--- src/rtl/fpu_pipe_arbiter.sv ---
// Two-requester front end for a shared, fixed-depth float pipeline.
// A shadow shift register of {valid, owner} entries advances together with the
// external pipeline, so the block knows which requester each result belongs to.
// Results leave through the tail. A tail result whose owner is not ready stalls
// the whole pipeline, and that stall also blocks new accepts.
//
// Handshake: a transfer happens on a rising edge where valid && ready are both 1.
// req*_ready never depends on the other requester's ready. resp*_valid stays
// asserted, with stable data, until the owner's resp*_ready is seen high.
//
// STAGES must be at least 2.
module fpu_pipe_arbiter #(
    parameter int STAGES = 6,
    parameter int DW     = 32
) (
    input  logic                          clk,
    input  logic                          rst,
    input  logic                          req0_valid,
    input  logic [DW-1:0]                 req0_data,
    output logic                          req0_ready,
    input  logic                          req1_valid,
    input  logic [DW-1:0]                 req1_data,
    output logic                          req1_ready,
    output logic                          pipe_en,
    output logic [DW-1:0]                 pipe_in_data,
    input  logic [DW-1:0]                 pipe_out_data,
    output logic                          resp0_valid,
    input  logic                          resp0_ready,
    output logic [DW-1:0]                 resp0_data,
    output logic                          resp1_valid,
    input  logic                          resp1_ready,
    output logic [DW-1:0]                 resp1_data,
    output logic [$clog2(STAGES+1)-1:0]   occupancy
);

    localparam int OW = $clog2(STAGES + 1);

    logic [STAGES-1:0] valid_q, valid_d;
    logic [STAGES-1:0] owner_q, owner_d;
    logic              last_grant_q, last_grant_d;
    logic [OW-1:0]     occ_q, occ_d;

    logic tail_valid;
    logic tail_owner;
    logic tail_ready;
    logic stall;
    logic consume;
    logic gnt0;
    logic gnt1;
    logic grant;

    // Tail decode: the response ports, the stall condition and the pipeline enable.
    // Reset masks the tail, so no response escapes while in-flight work is discarded.
    always_comb begin
        tail_valid  = valid_q[STAGES-1] && !rst;
        tail_owner  = owner_q[STAGES-1];
        tail_ready  = tail_owner ? resp1_ready : resp0_ready;
        stall       = tail_valid && !tail_ready;
        consume     = tail_valid && tail_ready;
        pipe_en     = !stall;
        resp0_valid = tail_valid && !tail_owner;
        resp1_valid = tail_valid && tail_owner;
        resp0_data  = pipe_out_data;
        resp1_data  = pipe_out_data;
        occupancy   = occ_q;
    end

    // Round-robin grant. Only one grant is given per advancing cycle. No grant is
    // given during reset, because an accept there would be discarded silently.
    always_comb begin
        gnt0 = 1'b0;
        gnt1 = 1'b0;
        if (pipe_en && !rst) begin
            if (req0_valid && req1_valid) begin
                gnt0 = last_grant_q;
                gnt1 = !last_grant_q;
            end else begin
                gnt0 = req0_valid;
                gnt1 = req1_valid;
            end
        end
        grant        = gnt0 || gnt1;
        req0_ready   = gnt0;
        req1_ready   = gnt1;
        pipe_in_data = gnt0 ? req0_data : (gnt1 ? req1_data : '0);
    end

    // Next state: shift the shadow register in step with the pipeline.
    // Track the last grant winner and the in-flight count.
    always_comb begin
        valid_d      = valid_q;
        owner_d      = owner_q;
        last_grant_d = last_grant_q;
        occ_d        = occ_q;
        if (pipe_en) begin
            valid_d = {valid_q[STAGES-2:0], grant};
            owner_d = {owner_q[STAGES-2:0], gnt1};
        end
        if (grant) begin
            last_grant_d = gnt1;
        end
        case ({grant, consume})
            2'b10:   occ_d = occ_q + OW'(1);
            2'b01:   occ_d = occ_q - OW'(1);
            default: occ_d = occ_q;
        endcase
    end

    // State registers. Reset empties the shadow pipe and sets last_grant to 1,
    // so requester 0 wins the first tie.
    always_ff @(posedge clk) begin
        if (rst) begin
            valid_q      <= '0;
            owner_q      <= '0;
            last_grant_q <= 1'b1;
            occ_q        <= '0;
        end else begin
            valid_q      <= valid_d;
            owner_q      <= owner_d;
            last_grant_q <= last_grant_d;
            occ_q        <= occ_d;
        end
    end

endmodule

--- config.mk ---
export PLATFORM = sky130hd
export DESIGN_NAME = fpu_pipe_arbiter
export DESIGN_NICKNAME = d
export VERILOG_FILES = /design/src/rtl/fpu_pipe_arbiter.sv
export SDC_FILE = /design/constraint.sdc
export NUM_CORES = 1
export LEC_CHECK = 0
export BUFFER_PORTS_ARGS = -buffer_cell sky130_fd_sc_hd__buf_2
export CAP_MARGIN = 10
export CORE_AREA = 2 2 81 83
export CTS_CLUSTER_DIAMETER = 50
export DETAILED_ROUTE_END_ITERATION = 10
export DIE_AREA = 0 0 83 85
export PLACE_DENSITY = 0.81
export SLEW_MARGIN = 20
export SYNTH_ARGS = -nofsm -noshare
export SYNTH_HDL_FRONTEND = slang
export SYNTH_SLANG_ARGS = --single-unit
export TNS_END_PERCENT = 30
--- constraint.sdc ---
create_clock -name clk -period 2.85 [get_ports clk]
set_input_delay 0 -clock clk [delete_from_list [all_inputs] [get_ports clk]]
set_output_delay 0 -clock clk [all_outputs]
set_load 0.005 [all_outputs]
Word level (Yosys, flattened, before mapping)
Index checks and enable logic that the tools add are counted.
{"block": "totals", "ff_bits": 16, "latchBits": 0, "ramBits": 0, "romBits": 0, "inputBits": 102, "wordCells": 30, "memories": 0}
{"block": "op_classes", "n_addsub": 2, "mul": 0, "div_mod_pow": 0, "order_cmp": 0, "n_eq_ne": 2, "shifts": 0, "n_mux": 8, "bitwise_logic": 0, "n_reduce_logical": 14}
{"operator": "two-way mux 32 bit", "count": 2}
{"operator": "logical AND 1 bit", "count": 7}
{"operator": "one-hot mux 3 bit (2 select lines)", "count": 1}
{"operator": "logical NOT 1 bit", "count": 5}
{"operator": "two-way mux 1 bit", "count": 5}
{"operator": "adder 3 x 1 -> 3 bit (second input constant)", "count": 1}
{"operator": "subtractor 3 x 1 -> 3 bit (second input constant)", "count": 1}
{"operator": "== test 2 x 1 -> 1 bit (second input constant)", "count": 1}
{"operator": "== test 2 bit (second input constant)", "count": 1}
{"operator": "nonzero test 2 bit", "count": 1}
{"operator": "logical OR 1 bit", "count": 1}

Logic depth before layout (Yosys ltp)
{"block": "depth", "ltp_word": 9, "mapped_depth": 9, "depth_no_buf": 8}

Worst setup path after synthesis
OpenSTA, ideal clock, no wires.
{"block": "synth_path", "path_kind": "reg-to-reg", "from": "register owner_q[5]", "to": "register occ_q[2] (netlist: occupancy[2])", "arrival_ns": 2.233, "required_time_ns": 2.780, "slack_ns": 0.547, "path_stages_with_launch": 10, "cell_sequence": "dfxtp_1 -> mux2i_2 -> a21o_1 -> buf_6 -> or2_1 -> ha_1 -> fa_1 -> xnor2_1 -> or3_1 -> a21oi_1"}
{"block": "synth_via", "elab_chain_cells": 9}
{"element": "from (decl)", "line_no": "39", "source": "logic [STAGES-1:0] owner_q, owner_d;"}
{"element": "from (signal assigned)", "line_no": "119", "source": "owner_q <= owner_d;"}
{"element": "two-way mux 1 bit (*)", "line_no": "57", "source": "tail_ready = tail_owner ? resp1_ready : resp0_ready;"}
{"element": "logical NOT 1 bit", "line_no": "58", "source": "stall = tail_valid && !tail_ready;"}
{"element": "logical AND 1 bit", "line_no": "58"}
{"element": "logical NOT 1 bit", "line_no": "60", "source": "pipe_en = !stall;"}
{"element": "logical AND 1 bit", "line_no": "73", "source": "if (pipe_en && !rst) begin"}
{"element": "two-way mux 1 bit", "line_no": "73"}
{"element": "logical OR 1 bit", "line_no": "82", "source": "grant = gnt0 || gnt1;"}
{"element": "== test 2 x 1 -> 1 bit / == test 2 bit (equally long branches)", "line_no": "102", "source": "case ({grant, consume})"}
{"element": "one-hot mux 3 bit (2 select lines) / nonzero test 2 bit (equally long branches)"}
{"element": "to (signal assigned)", "line_no": "116", "source": "occ_q <= '0;"}
{"element": "to (signal assigned)", "line_no": "121", "source": "occ_q <= occ_d;"}
{"element": "to (decl)", "line_no": "41", "source": "logic [OW-1:0] occ_q, occ_d;"}
Every way passes the cells marked *; elsewhere a longest branch is shown, timed or not.
A chain may end at the register's enable or synchronous reset.

Final worst setup path
Same ends and word-level chain as after synthesis.

==> metrics.log <==
[metrics] run status: complete, no violations
[metrics] average via count per standard cell: 5.37
[metrics] CTS max path bufs: 2
[metrics] Final setup viols: 0
[metrics] non-filler instance count after layout: 366
[metrics] critical path's largest stage delay: 400 ps
[metrics] core box area: 6200 um^2
[metrics] worst supply voltage drop on vdd: 0.336 mV
[metrics] die area: 7060 um^2
[metrics] startpoint type of the worst setup path: flop
[metrics] first-pass detailed-route iteration total: 5
[metrics] area share of the largest cell type after synthesis: 0.232
[metrics] count of maximum capacitance violations: 0
[metrics] Worst Max-Slew Pin Slew: 527 ps
[metrics] Clk Tree Root Cell: clkbuf_8
[metrics] Setup WS post-layout: 534 ps
[metrics] top cells by area in the synthesized netlist: buf_4, o211ai_1, dfxtp_1
[metrics] worst-skew pair later-pin latency: 250 ps
[metrics] Sink Count: 16
[metrics] arrival time of the worst setup path: 2500 ps
[metrics] Critical path buffers and inverters: 0
[metrics] Die Height: 85 um
[metrics] Post-Place Cells: 361
[metrics] cell with the largest stage delay on the worst path: fa_1
[metrics] worst path cell trace: mux2i_2 -> a21o_1 -> or2_1 -> ha_1 -> fa_1 -> xnor2_1 -> or3_1 -> a21oi_1
[metrics] cell taking the most area after synthesis: buf_4
[metrics] Final ANT Viol Nets: 0
[metrics] maximum number of pins on one net before global-route repair: 38
[metrics] most frequent cells in the layout: buf_2, o211ai_1, a21oi_2
[metrics] path class of the lowest-slack min-delay path: in2out
[metrics] synthesized instance count: 259
[metrics] minimum setup slack after placement: 543 ps
[metrics] number of antenna diodes: 0
[metrics] number of hold violations in the final report: 0
[metrics] Avg WL per Cell: 16.0 um
[metrics] element type at the critical path end: flop
[metrics] TritonCTS Buffers: 3
[metrics] count of H-tree levels built during CTS: 1
[metrics] unique cell type count in the Yosys netlist: 34
[metrics] highest clock frequency the design can meet: 0.432 GHz
[metrics] final wirelength: 5850 um
[metrics] worst relative slew slack: 0.646
[metrics] clock tree from TritonCTS: built
[metrics] Detail Placement HPWL: 4330 um
[metrics] post-synthesis average cell area: 8.00 um^2
[metrics] YS warnings: 0
[metrics] number of global-route vias before repair: 1,770
[metrics] clock period minus final worst setup slack: 2320 ps
[metrics] wire length of the first global-routing pass: 8900 um
[metrics] clock input transition at the sequential cells of the worst setup and hold paths: 70 ps
[metrics] number of flip-flops and latches in the synthesized netlist: 16
[metrics] CP Max Fanout: 7
[metrics] cell area reported after detailed placement: 2150 um^2
[metrics] Nets: 394
[metrics] RSZ-0062 raised after global routing: no
[metrics] Post-Route Setup TNS: 0 ps
[metrics] net count of the mapped netlist: 363
[metrics] number of rows created at floorplan: 29
[metrics] floorplan die width: 83 um
[metrics] sequential fraction of the synthesis area: 0.155
[metrics] RePlAce Congestion: 0.815
[metrics] most frequent standard cell in the layout excluding fill and tap cells: buf_2
[metrics] area growth from synthesis to layout: 7.19%
[metrics] data required time of the critical path: 3040 ps
[metrics] summed area of non-filler cells in the final layout: 2220 um^2
[metrics] antenna violations before repair: 0
[metrics] final-report max-slew violation count: 0
[metrics] LEAKAGE: 0.970 nW
[metrics] count of instances resized after the clock tree is built: 0
[metrics] number of remaining DRC errors: 0
[metrics] Via Count: 1,967
[metrics] buffers added on ports: 109
[metrics] global routing usage summed across all routing layers: 0.150
[metrics] largest clock skew in the final design: 2.32 ps
[metrics] fraction of final layout cells sized beyond drive strength 1: 0.516
[metrics] Initial Util: 0.334
[metrics] power density cells: 326 nW/um^2
[metrics] share of the clock period used by the worst path after layout: 0.813
[metrics] violation count after the first detailed-route iteration: 67
[metrics] number of top-level pins: 206
[metrics] combined area of all synthesized cells: 2070 um^2
[metrics] category of cells accounting for the largest share of critical-path delay: adder cells
[metrics] gr ovfl total: 0
[metrics] startpoint-to-endpoint class of the critical path: reg2reg
-- synthesized netlist by cell type --
master,count
ha_1,1
or3_1,2
dfxtp_1,16
mux2_4,6
o211ai_1,64
buf_2,5
mux2i_2,1
nand2b_1,3
xor2_1,1
nand2_4,1
fa_1,1
clkinv_1,3
nor2b_1,8
o41ai_1,1
a21o_1,1
buf_6,3
o21ai_0,2
a21oi_1,14
nor4_1,1
or2_1,1
mux2i_1,3
buf_4,64
nor3_1,2
nor2_1,5
o22ai_1,1
o31ai_2,1
inv_1,3
xnor2_1,1
nand3_1,2
nand2_1,1
clkbuf_1,19
o21ai_1,1
nor4bb_1,1
a21oi_2,20
-- kinds of logic (layout without fill, tap and decap cells) --
family,count (synthesis),in the layout,share of synthesized area
buffers and inverters,97,127,0.306
adders and majority gates,2,2,0.0157
muxes,10,10,0.0647
and+or+nand+nor,27,27,0.0761
DFF,16,16,0.155
AOI/OAI and AO/OA,105,105,0.375
xor gates and xnor gates,2,2,0.00846
-- sequential cells by signal (all words and copies together) (netlist names) --
| signal | flops |
|---|---|
| occupancy | 3 |
| valid_q | 6 |
| last_grant_q | 1 |
| owner_q | 6 |
-- per-layer routing --
metal,vias to the layer above,global-route usage,share of wire
met1,920,0.176,0.39
met4,0,0.0134,0.0058
met5,-,0,0
met2,102,0.282,0.53
li1,938,-,-
met3,7,0.0428,0.073
-- report_power, final --
group          leakage, nW  switching, mW  internal, mW
logic                0.810          0.157         0.121
registers            0.131        0.00736         0.233
clock network       0.0288         0.0815         0.123
-- cell type report --
class / count / area [um^2]
clock buffers: 4 / 55.1
well taps: 77 / 96.3
repair buffers: 117 / 608
multi-input cells: 146 / 1120
flip-flops and latches: 16 / 320
inverters: 6 / 22.5
fillers: 642 / 3990
-- metrics by stage --
step / hold WS, ps / utilization / power [mW]
global placement: 0.0536 / 0.347 / 0.514
finish: 0.00278 / 0.358 / 0.723
detailed placement: 0.0536 / 0.347 / 0.523
floorplan: 80.8 / - / 0.484
CTS: 0.0536 / 0.358 / 0.731
global route: 0.0102 / 0.358 / 0.765
-- timing repair --
action,4_1_cts,5_1_grt
hold buffers,1,0
hold endpoints to repair,1,0
setup buffers,0,0
-- final timing paths --
| path | cells past startpoint | endpoint | slack [ps] | startpoint |
|---|---|---|---|---|
| worst max-delay path | 8 | occupancy[2] | 530 | owner_q[5] |
| worst min-delay path | 0 | resp0_data[10] | 0.003 | pipe_out_data[10] |
| worst max register to register | 8 | occupancy[2] | 530 | owner_q[5] |
| worst min register to register | 2 | owner_q[4] | 460 | owner_q[4] |
Power figures use the tool's default switching activity.
